==> src/rtl/regfile_wb_arbiter_if.sv <==
// Writeback arbiter signal bundle: ALU writeback, long-latency result
// handshake, decode hazard query and register-file write port.
interface regfile_wb_arbiter_if;
    logic        alu_we;
    logic [4:0]  alu_rd;
    logic [31:0] alu_data;
    logic        lu_valid;
    logic [4:0]  lu_rd;
    logic [31:0] lu_data;
    logic        lu_ready;
    logic        issue_lu;
    logic [4:0]  issue_rd;
    logic [4:0]  src1_num;
    logic [4:0]  src2_num;
    logic [4:0]  dec_rd;
    logic        dec_valid;
    logic        stall;
    logic        hold_alu;
    logic        reg_we;
    logic [4:0]  dstreg_num;
    logic [31:0] dstreg_data;
    logic        proto_err;

    modport slave (
        input  alu_we, alu_rd, alu_data,
        input  lu_valid, lu_rd, lu_data,
        input  issue_lu, issue_rd,
        input  src1_num, src2_num, dec_rd, dec_valid,
        output lu_ready, stall, hold_alu,
        output reg_we, dstreg_num, dstreg_data, proto_err
    );

    modport master (
        output alu_we, alu_rd, alu_data,
        output lu_valid, lu_rd, lu_data,
        output issue_lu, issue_rd,
        output src1_num, src2_num, dec_rd, dec_valid,
        input  lu_ready, stall, hold_alu,
        input  reg_we, dstreg_num, dstreg_data, proto_err
    );
endinterface

==> src/rtl/regfile_wb_arbiter.sv <==
// Register-file write-port arbiter: ALU first, buffered long-latency
// results drained via a starvation guard, plus a pending-write scoreboard.
module regfile_wb_arbiter #(
    parameter int DEPTH        = 4,
    parameter int STARVE_LIMIT = 3
) (
    input logic                  clk,
    input logic                  rst,
    regfile_wb_arbiter_if.slave  wb
);
    localparam int AW = $clog2(DEPTH);
    localparam int CW = $clog2(STARVE_LIMIT + 1);

    logic [4:0]    r_mem_rd   [DEPTH];
    logic [31:0]   r_mem_data [DEPTH];
    logic [AW:0]   r_wp;
    logic [AW:0]   r_rp;
    logic [CW-1:0] r_starve;
    logic          r_hold;
    logic          r_perr;
    logic [31:0]   r_pend;

    logic          w_empty;
    logic          w_full;
    logic          w_push;
    logic          w_pop;
    logic          w_sel_alu;
    logic          w_we;
    logic [4:0]    w_num;
    logic [31:0]   w_data;
    logic [4:0]    w_head_rd;
    logic [31:0]   w_head_data;
    logic [31:0]   w_set;
    logic [31:0]   w_clr;

    assign w_empty     = (r_wp == r_rp);
    assign w_full      = (r_wp[AW] != r_rp[AW]) &&
                         (r_wp[AW-1:0] == r_rp[AW-1:0]);
    assign w_push      = wb.lu_valid & ~w_full;
    assign w_head_rd   = r_mem_rd[r_rp[AW-1:0]];
    assign w_head_data = r_mem_data[r_rp[AW-1:0]];

    always_comb begin
        w_pop     = 1'b0;
        w_sel_alu = 1'b0;
        w_num     = '0;
        w_data    = '0;
        if (!w_empty && (r_hold || !wb.alu_we)) begin
            w_pop  = 1'b1;
            w_num  = w_head_rd;
            w_data = w_head_data;
        end else if (wb.alu_we) begin
            w_sel_alu = 1'b1;
            w_num     = wb.alu_rd;
            w_data    = wb.alu_data;
        end
        w_we = (w_pop || w_sel_alu) && (w_num != 5'd0);
    end

    // Write port is forced quiet while reset is asserted
    assign wb.reg_we      = rst & w_we;
    assign wb.dstreg_num  = rst ? w_num : 5'd0;
    assign wb.dstreg_data = rst ? w_data : 32'd0;
    assign wb.lu_ready    = ~w_full;
    assign wb.hold_alu    = r_hold;
    assign wb.proto_err   = r_perr;

    always_ff @(posedge clk) begin
        if (w_push) begin
            r_mem_rd[r_wp[AW-1:0]]   <= wb.lu_rd;
            r_mem_data[r_wp[AW-1:0]] <= wb.lu_data;
        end
    end

    always_ff @(posedge clk or negedge rst) begin
        if (!rst) begin
            r_wp <= '0;
            r_rp <= '0;
        end else begin
            if (w_push) r_wp <= r_wp + (AW+1)'(1);
            if (w_pop)  r_rp <= r_rp + (AW+1)'(1);
        end
    end

    // Head lost to the ALU too often: block the ALU for one cycle
    always_ff @(posedge clk or negedge rst) begin
        if (!rst) begin
            r_starve <= '0;
            r_hold   <= 1'b0;
        end else begin
            r_hold <= 1'b0;
            if (!w_empty && w_sel_alu) begin
                if (r_starve == CW'(STARVE_LIMIT - 1)) begin
                    r_hold   <= 1'b1;
                    r_starve <= '0;
                end else begin
                    r_starve <= r_starve + CW'(1);
                end
            end else begin
                r_starve <= '0;
            end
        end
    end

    always_ff @(posedge clk or negedge rst) begin
        if (!rst) r_perr <= 1'b0;
        else      r_perr <= r_perr | (wb.alu_we & r_hold);
    end

    assign w_clr = w_pop ? (32'd1 << w_head_rd) : 32'd0;
    assign w_set = (wb.issue_lu && wb.issue_rd != 5'd0) ?
                   (32'd1 << wb.issue_rd) : 32'd0;

    always_ff @(posedge clk or negedge rst) begin
        if (!rst) r_pend <= '0;
        else      r_pend <= (r_pend & ~w_clr) | w_set;
    end

    assign wb.stall = wb.dec_valid & (r_pend[wb.src1_num] |
                                      r_pend[wb.src2_num] |
                                      r_pend[wb.dec_rd]);
endmodule
==> src/flat_wrapper.sv <==
// flat-port wrapper written by rule: the top's interface ports become plain ports
module regfile_wb_arbiter_flat 
#(
    parameter int DEPTH        = 4,
    parameter int STARVE_LIMIT = 3
)
  (clk, rst, wb_alu_we, wb_alu_rd, wb_alu_data, wb_lu_valid, wb_lu_rd, wb_lu_data, wb_issue_lu, wb_issue_rd, wb_src1_num, wb_src2_num, wb_dec_rd, wb_dec_valid, wb_lu_ready, wb_stall, wb_hold_alu, wb_reg_we, wb_dstreg_num, wb_dstreg_data, wb_proto_err);
  regfile_wb_arbiter_if wb_i ();
  input logic clk;
  input logic rst;
  input wire logic [$bits(wb_i.alu_we)-1:0] wb_alu_we;
  input wire logic [$bits(wb_i.alu_rd)-1:0] wb_alu_rd;
  input wire logic [$bits(wb_i.alu_data)-1:0] wb_alu_data;
  input wire logic [$bits(wb_i.lu_valid)-1:0] wb_lu_valid;
  input wire logic [$bits(wb_i.lu_rd)-1:0] wb_lu_rd;
  input wire logic [$bits(wb_i.lu_data)-1:0] wb_lu_data;
  input wire logic [$bits(wb_i.issue_lu)-1:0] wb_issue_lu;
  input wire logic [$bits(wb_i.issue_rd)-1:0] wb_issue_rd;
  input wire logic [$bits(wb_i.src1_num)-1:0] wb_src1_num;
  input wire logic [$bits(wb_i.src2_num)-1:0] wb_src2_num;
  input wire logic [$bits(wb_i.dec_rd)-1:0] wb_dec_rd;
  input wire logic [$bits(wb_i.dec_valid)-1:0] wb_dec_valid;
  output wire logic [$bits(wb_i.lu_ready)-1:0] wb_lu_ready;
  output wire logic [$bits(wb_i.stall)-1:0] wb_stall;
  output wire logic [$bits(wb_i.hold_alu)-1:0] wb_hold_alu;
  output wire logic [$bits(wb_i.reg_we)-1:0] wb_reg_we;
  output wire logic [$bits(wb_i.dstreg_num)-1:0] wb_dstreg_num;
  output wire logic [$bits(wb_i.dstreg_data)-1:0] wb_dstreg_data;
  output wire logic [$bits(wb_i.proto_err)-1:0] wb_proto_err;
  assign wb_i.alu_we = wb_alu_we;
  assign wb_i.alu_rd = wb_alu_rd;
  assign wb_i.alu_data = wb_alu_data;
  assign wb_i.lu_valid = wb_lu_valid;
  assign wb_i.lu_rd = wb_lu_rd;
  assign wb_i.lu_data = wb_lu_data;
  assign wb_i.issue_lu = wb_issue_lu;
  assign wb_i.issue_rd = wb_issue_rd;
  assign wb_i.src1_num = wb_src1_num;
  assign wb_i.src2_num = wb_src2_num;
  assign wb_i.dec_rd = wb_dec_rd;
  assign wb_i.dec_valid = wb_dec_valid;
  assign wb_lu_ready = wb_i.lu_ready;
  assign wb_stall = wb_i.stall;
  assign wb_hold_alu = wb_i.hold_alu;
  assign wb_reg_we = wb_i.reg_we;
  assign wb_dstreg_num = wb_i.dstreg_num;
  assign wb_dstreg_data = wb_i.dstreg_data;
  assign wb_proto_err = wb_i.proto_err;
  regfile_wb_arbiter #(.DEPTH(DEPTH), .STARVE_LIMIT(STARVE_LIMIT)) u_core (.clk(clk), .rst(rst), .wb(wb_i));
endmodule
==> config.mk <==
export PLATFORM = sky130hd
export DESIGN_NAME = regfile_wb_arbiter_flat
export DESIGN_NICKNAME = d
export VERILOG_FILES = /design/src/rtl/regfile_wb_arbiter_if.sv /design/src/rtl/regfile_wb_arbiter.sv /design/src/flat_wrapper.sv
export SDC_FILE = /design/constraint.sdc
export NUM_CORES = 1
export LEC_CHECK = 0
export ABC_AREA = 1
export BUFFER_PORTS_ARGS = -buffer_cell sky130_fd_sc_hd__clkbuf_2
export CAP_MARGIN = 20
export CORE_MARGIN = 5
export CORE_UTILIZATION = 52
export DETAILED_ROUTE_END_ITERATION = 12
export GPL_TIMING_DRIVEN = 0
export PLACE_DENSITY = 0.81
export REMOVE_ABC_BUFFERS = 1
export SLEW_MARGIN = 20
export SYNTH_ARGS = -nofsm -noshare
export SYNTH_HDL_FRONTEND = slang
export SYNTH_SLANG_ARGS = --single-unit
==> constraint.sdc <==
create_clock -name clk -period 2.9 [get_ports clk]
set_input_delay 0.58 -clock clk [delete_from_list [all_inputs] [get_ports clk]]
set_output_delay 0.58 -clock clk [all_outputs]
set_load 0.1 [all_outputs]
==> reports/metrics.cfg <==
[clock_tree]
cts_buffers = 17
hold_buffers = 0
clkTransAtPathRegs_ns = 0.07
clock_path_buffers = 2
clock_latency_ns = 0.43
cts-htree-levels = 4
cts.sinks = 190
cts-root-buf = clkbuf_16
cts_tree = done

[logic_synthesis]
ys_types = 34
synth-seq-cells = 190
synth_area_um2 = 9261
yosysWarnings = 0
synth_area_leader_cell = edfxtp_1
syn_area_per_cell_um2 = 9.800
synth_seq_area_share_pct = 59.34
syn_inst = 945
yosys.area.top_type_share_pct = 47.99
synthTopCellsByArea = edfxtp_1 (48%), dfrtp_1 (11%), nand2_1 (11%)

[routing]
drcViolationCount = 0
met2_length_um = 12850
wl_um = 26070
drt_pre_antenna_iters = 8
postRouteAntennaNets = 0
drt_iter0_drc = 743
wl_met3_um = 2398
post_drt_wl_per_cell_um = 19.44
routed.top_layer = met5
via_per_inst = 5.903
drt-met1-wl_um = 10060
vias = 7916

[timing]
rsz0062_at_grt = yes
setup_viol = 9
worstMarginPinSlew_ns = 0.7584
tns_ns = -0.1047
relSlewSlack_pct = 49.32
fmax_mhz = 341.3
setup_ws_ns = -0.02983
post-route-period-util_pct = 101.0
clock_skew_ns = 0.009295
hold_viol = 0
drv_slew = 0
min_period_ns = 2.930

[critical_path]
crit_buf_inv = 4
cp_max_fo = 8
cp.required_ns = 2.32
cp_top_family = simple AND/OR/NAND/NOR gates
cp_slowest_cell = dfrtp_4
crit_start = u_core.r_rp[0]$_DFFE_PN0P_
crit_top_cell = buf_12
critPathKind = register to output pin
cp_slowest_stage_delay_ns = 0.51
cp-end-kind = output pin
worstPathCellList = xor2_2 -> nor2_2 -> nand2_4 -> nand2_8 -> inv_16 -> nor2_8 -> buf_12 -> buf_12 -> a22oi_2 -> nor2_1 -> clkbuf_8
arrival_ns = 2.35
r2r-start = u_core.r_rp[1]$_DFFE_PN0P_
critPathLaunchType = register

[grt]
antenna_found_initial = 1
overflow = 0
grt_usage_pct = 25.34
grt_pass1_wl_um = 40090
grt_pass1_vias = 7412
grt_max_degree = 44

[finish]
drive_gt1_share_pct = 26.43
layout_commonest_cell = nand2_1
finalNonFillerCells = 1341
fin_util_pct = 67.81
layout.nets = 1208
syn2layout_area_growth_pct = 27.07
antennaDiodeCount = 0
final_cell_mix = nand2_1 (262), edfxtp_1 (148), clkbuf_2 (98), nand3_1 (89), a21oi_1 (71)

[status]
status = complete, but fails checks
violations = setup timing

[job]
max-cap-violations = 0

[floorplanning]
initial_core_util_pct = 53.36
die_y_um = 143.5
design.core.area_um2 = 17360
chipWidth_um = 143.5
die-area_um2 = 20580
ioPinCount = 142
rows = 48

[pwr]
vdd_ir_drop_max_v = 0.0008492
p_per_area_nw_per_um2 = 1155
p_leak_nw = 4.835

[placement]
place_ws_ns = -0.7834
place_inst = 1267
gp_congestion = 0.8623
dp_hpwl_um = 14910
port_buffers = 141

[worst_hold_path]
hp-class = input pin to asynchronous set/reset pin

-- path summary, 6_finish.rpt --
check / slack [ns] / to / depth (start not counted)
min in group clk: 0.36 / u_core.r_mem_data[2][28]$_DFFE_PP_ / 1
min reg2reg: 0.44 / u_core.r_starve[0]$_DFF_PN0_ / 1
max reg2reg: 0.39 / u_core.r_mem_data[1][12]$_DFFE_PP_ / 7
max in group asynchronous: 2.25 / u_core.r_rp[0]$_DFFE_PN0P_ / 1
min: 0.17 / u_core.r_pend[12]$_DFF_PN0_ / 1
max: -0.03 / wb_dstreg_data[30] / 11
-- repair_timing --
action / in CTS / in global routing
gates cloned: 7 / 1
buffers inserted: 30 / 5
setup endpoints to repair: 39 / 38
gates resized for setup: 111 / 37
pin swaps: 8 / 12
endpoints found under the hold margin: 0 / 0
-- synth_stat cells --
cell / n
ha_1: 5
nor3_1: 9
clkinv_1: 2
inv_1: 54
buf_12: 1
a32oi_4: 1
nor2_2: 1
nand3_1: 91
clkbuf_1: 13
edfxtp_1: 148
a22oi_1: 46
a21oi_1: 73
xnor2_1: 2
nor2_1: 55
dfrtp_1: 42
buf_8: 2
xor2_1: 5
o21bai_1: 1
nand3_4: 1
nand2_8: 1
nand3_2: 2
inv_2: 6
nand2_1: 263
o21ai_1: 27
o21ai_0: 34
nand2_2: 4
buf_1: 2
buf_2: 22
nor2_8: 1
nand2_4: 1
buf_4: 8
buf_6: 3
a22oi_2: 18
inv_6: 1
-- through the flow --
stage	power (W)	area, um^2	hold slack (ns)
final	0.01359	11770	0.1747
after floorplan	0.008257	8951	0.2844
after CTS	0.01326	11610	0.1919
after global routing	0.01423	11770	0.2220
after global placement	0.009500	9938	0.4218
after detailed placement	0.009827	10140	0.4369
-- sequential cells by signal (all words and copies together), names as in the netlist --
signal	cells
u_core.wb.hold_alu	1
u_core.r_pend	32
u_core.r_mem_data	128
u_core.wb.proto_err	1
u_core.r_wp	3
u_core.r_rp	3
u_core.r_mem_rd	20
u_core.r_starve	2
-- per-layer routing --
metal	GRT usage, %	vias up
li1	-	3610
met1	33.41	3766
met2	42.33	471
met3	4.958	67
met4	8.672	2
met5	0	-
-- worst reg2reg max path: stages (launching register included) --
cell and delay (ns):
dfrtp_4 0.51, xor2_2 0.16, nor2_2 0.07, buf_4 0.13
nand2_1 0.10, nand2_1 0.30, nor2_4 0.70, buf_16 0.24
-- logic make-up after synthesis --
family,synth area share [%]
DFF,59.34
buffers and inverters,5.958
adders and majority gates,0.6755
and+or+nand+nor,19.59
AOI/OAI and AO/OA,13.78
xor gates and xnor gates,0.6620
-- power breakdown --
part           leakage [nW]  internal (W)  switching (W)
sequential             1.87       0.00375       0.000476
clock                 0.300       0.00125        0.00112
combinational          2.67       0.00232        0.00468
total                  4.83       0.00732        0.00627
-- cell type report --
class                      instances  area, um^2
clock buffer                      17       425.4
clock inverter                    15       192.7
fill                            1223        5588
inverter                          63       295.3
multi-input combinational        642        3390
sequential                       190        5504
tap                              225       281.5
timing repair buffer             185        1629
timing repair inverter             4       51.30
(Power assumes the default switching activity.)
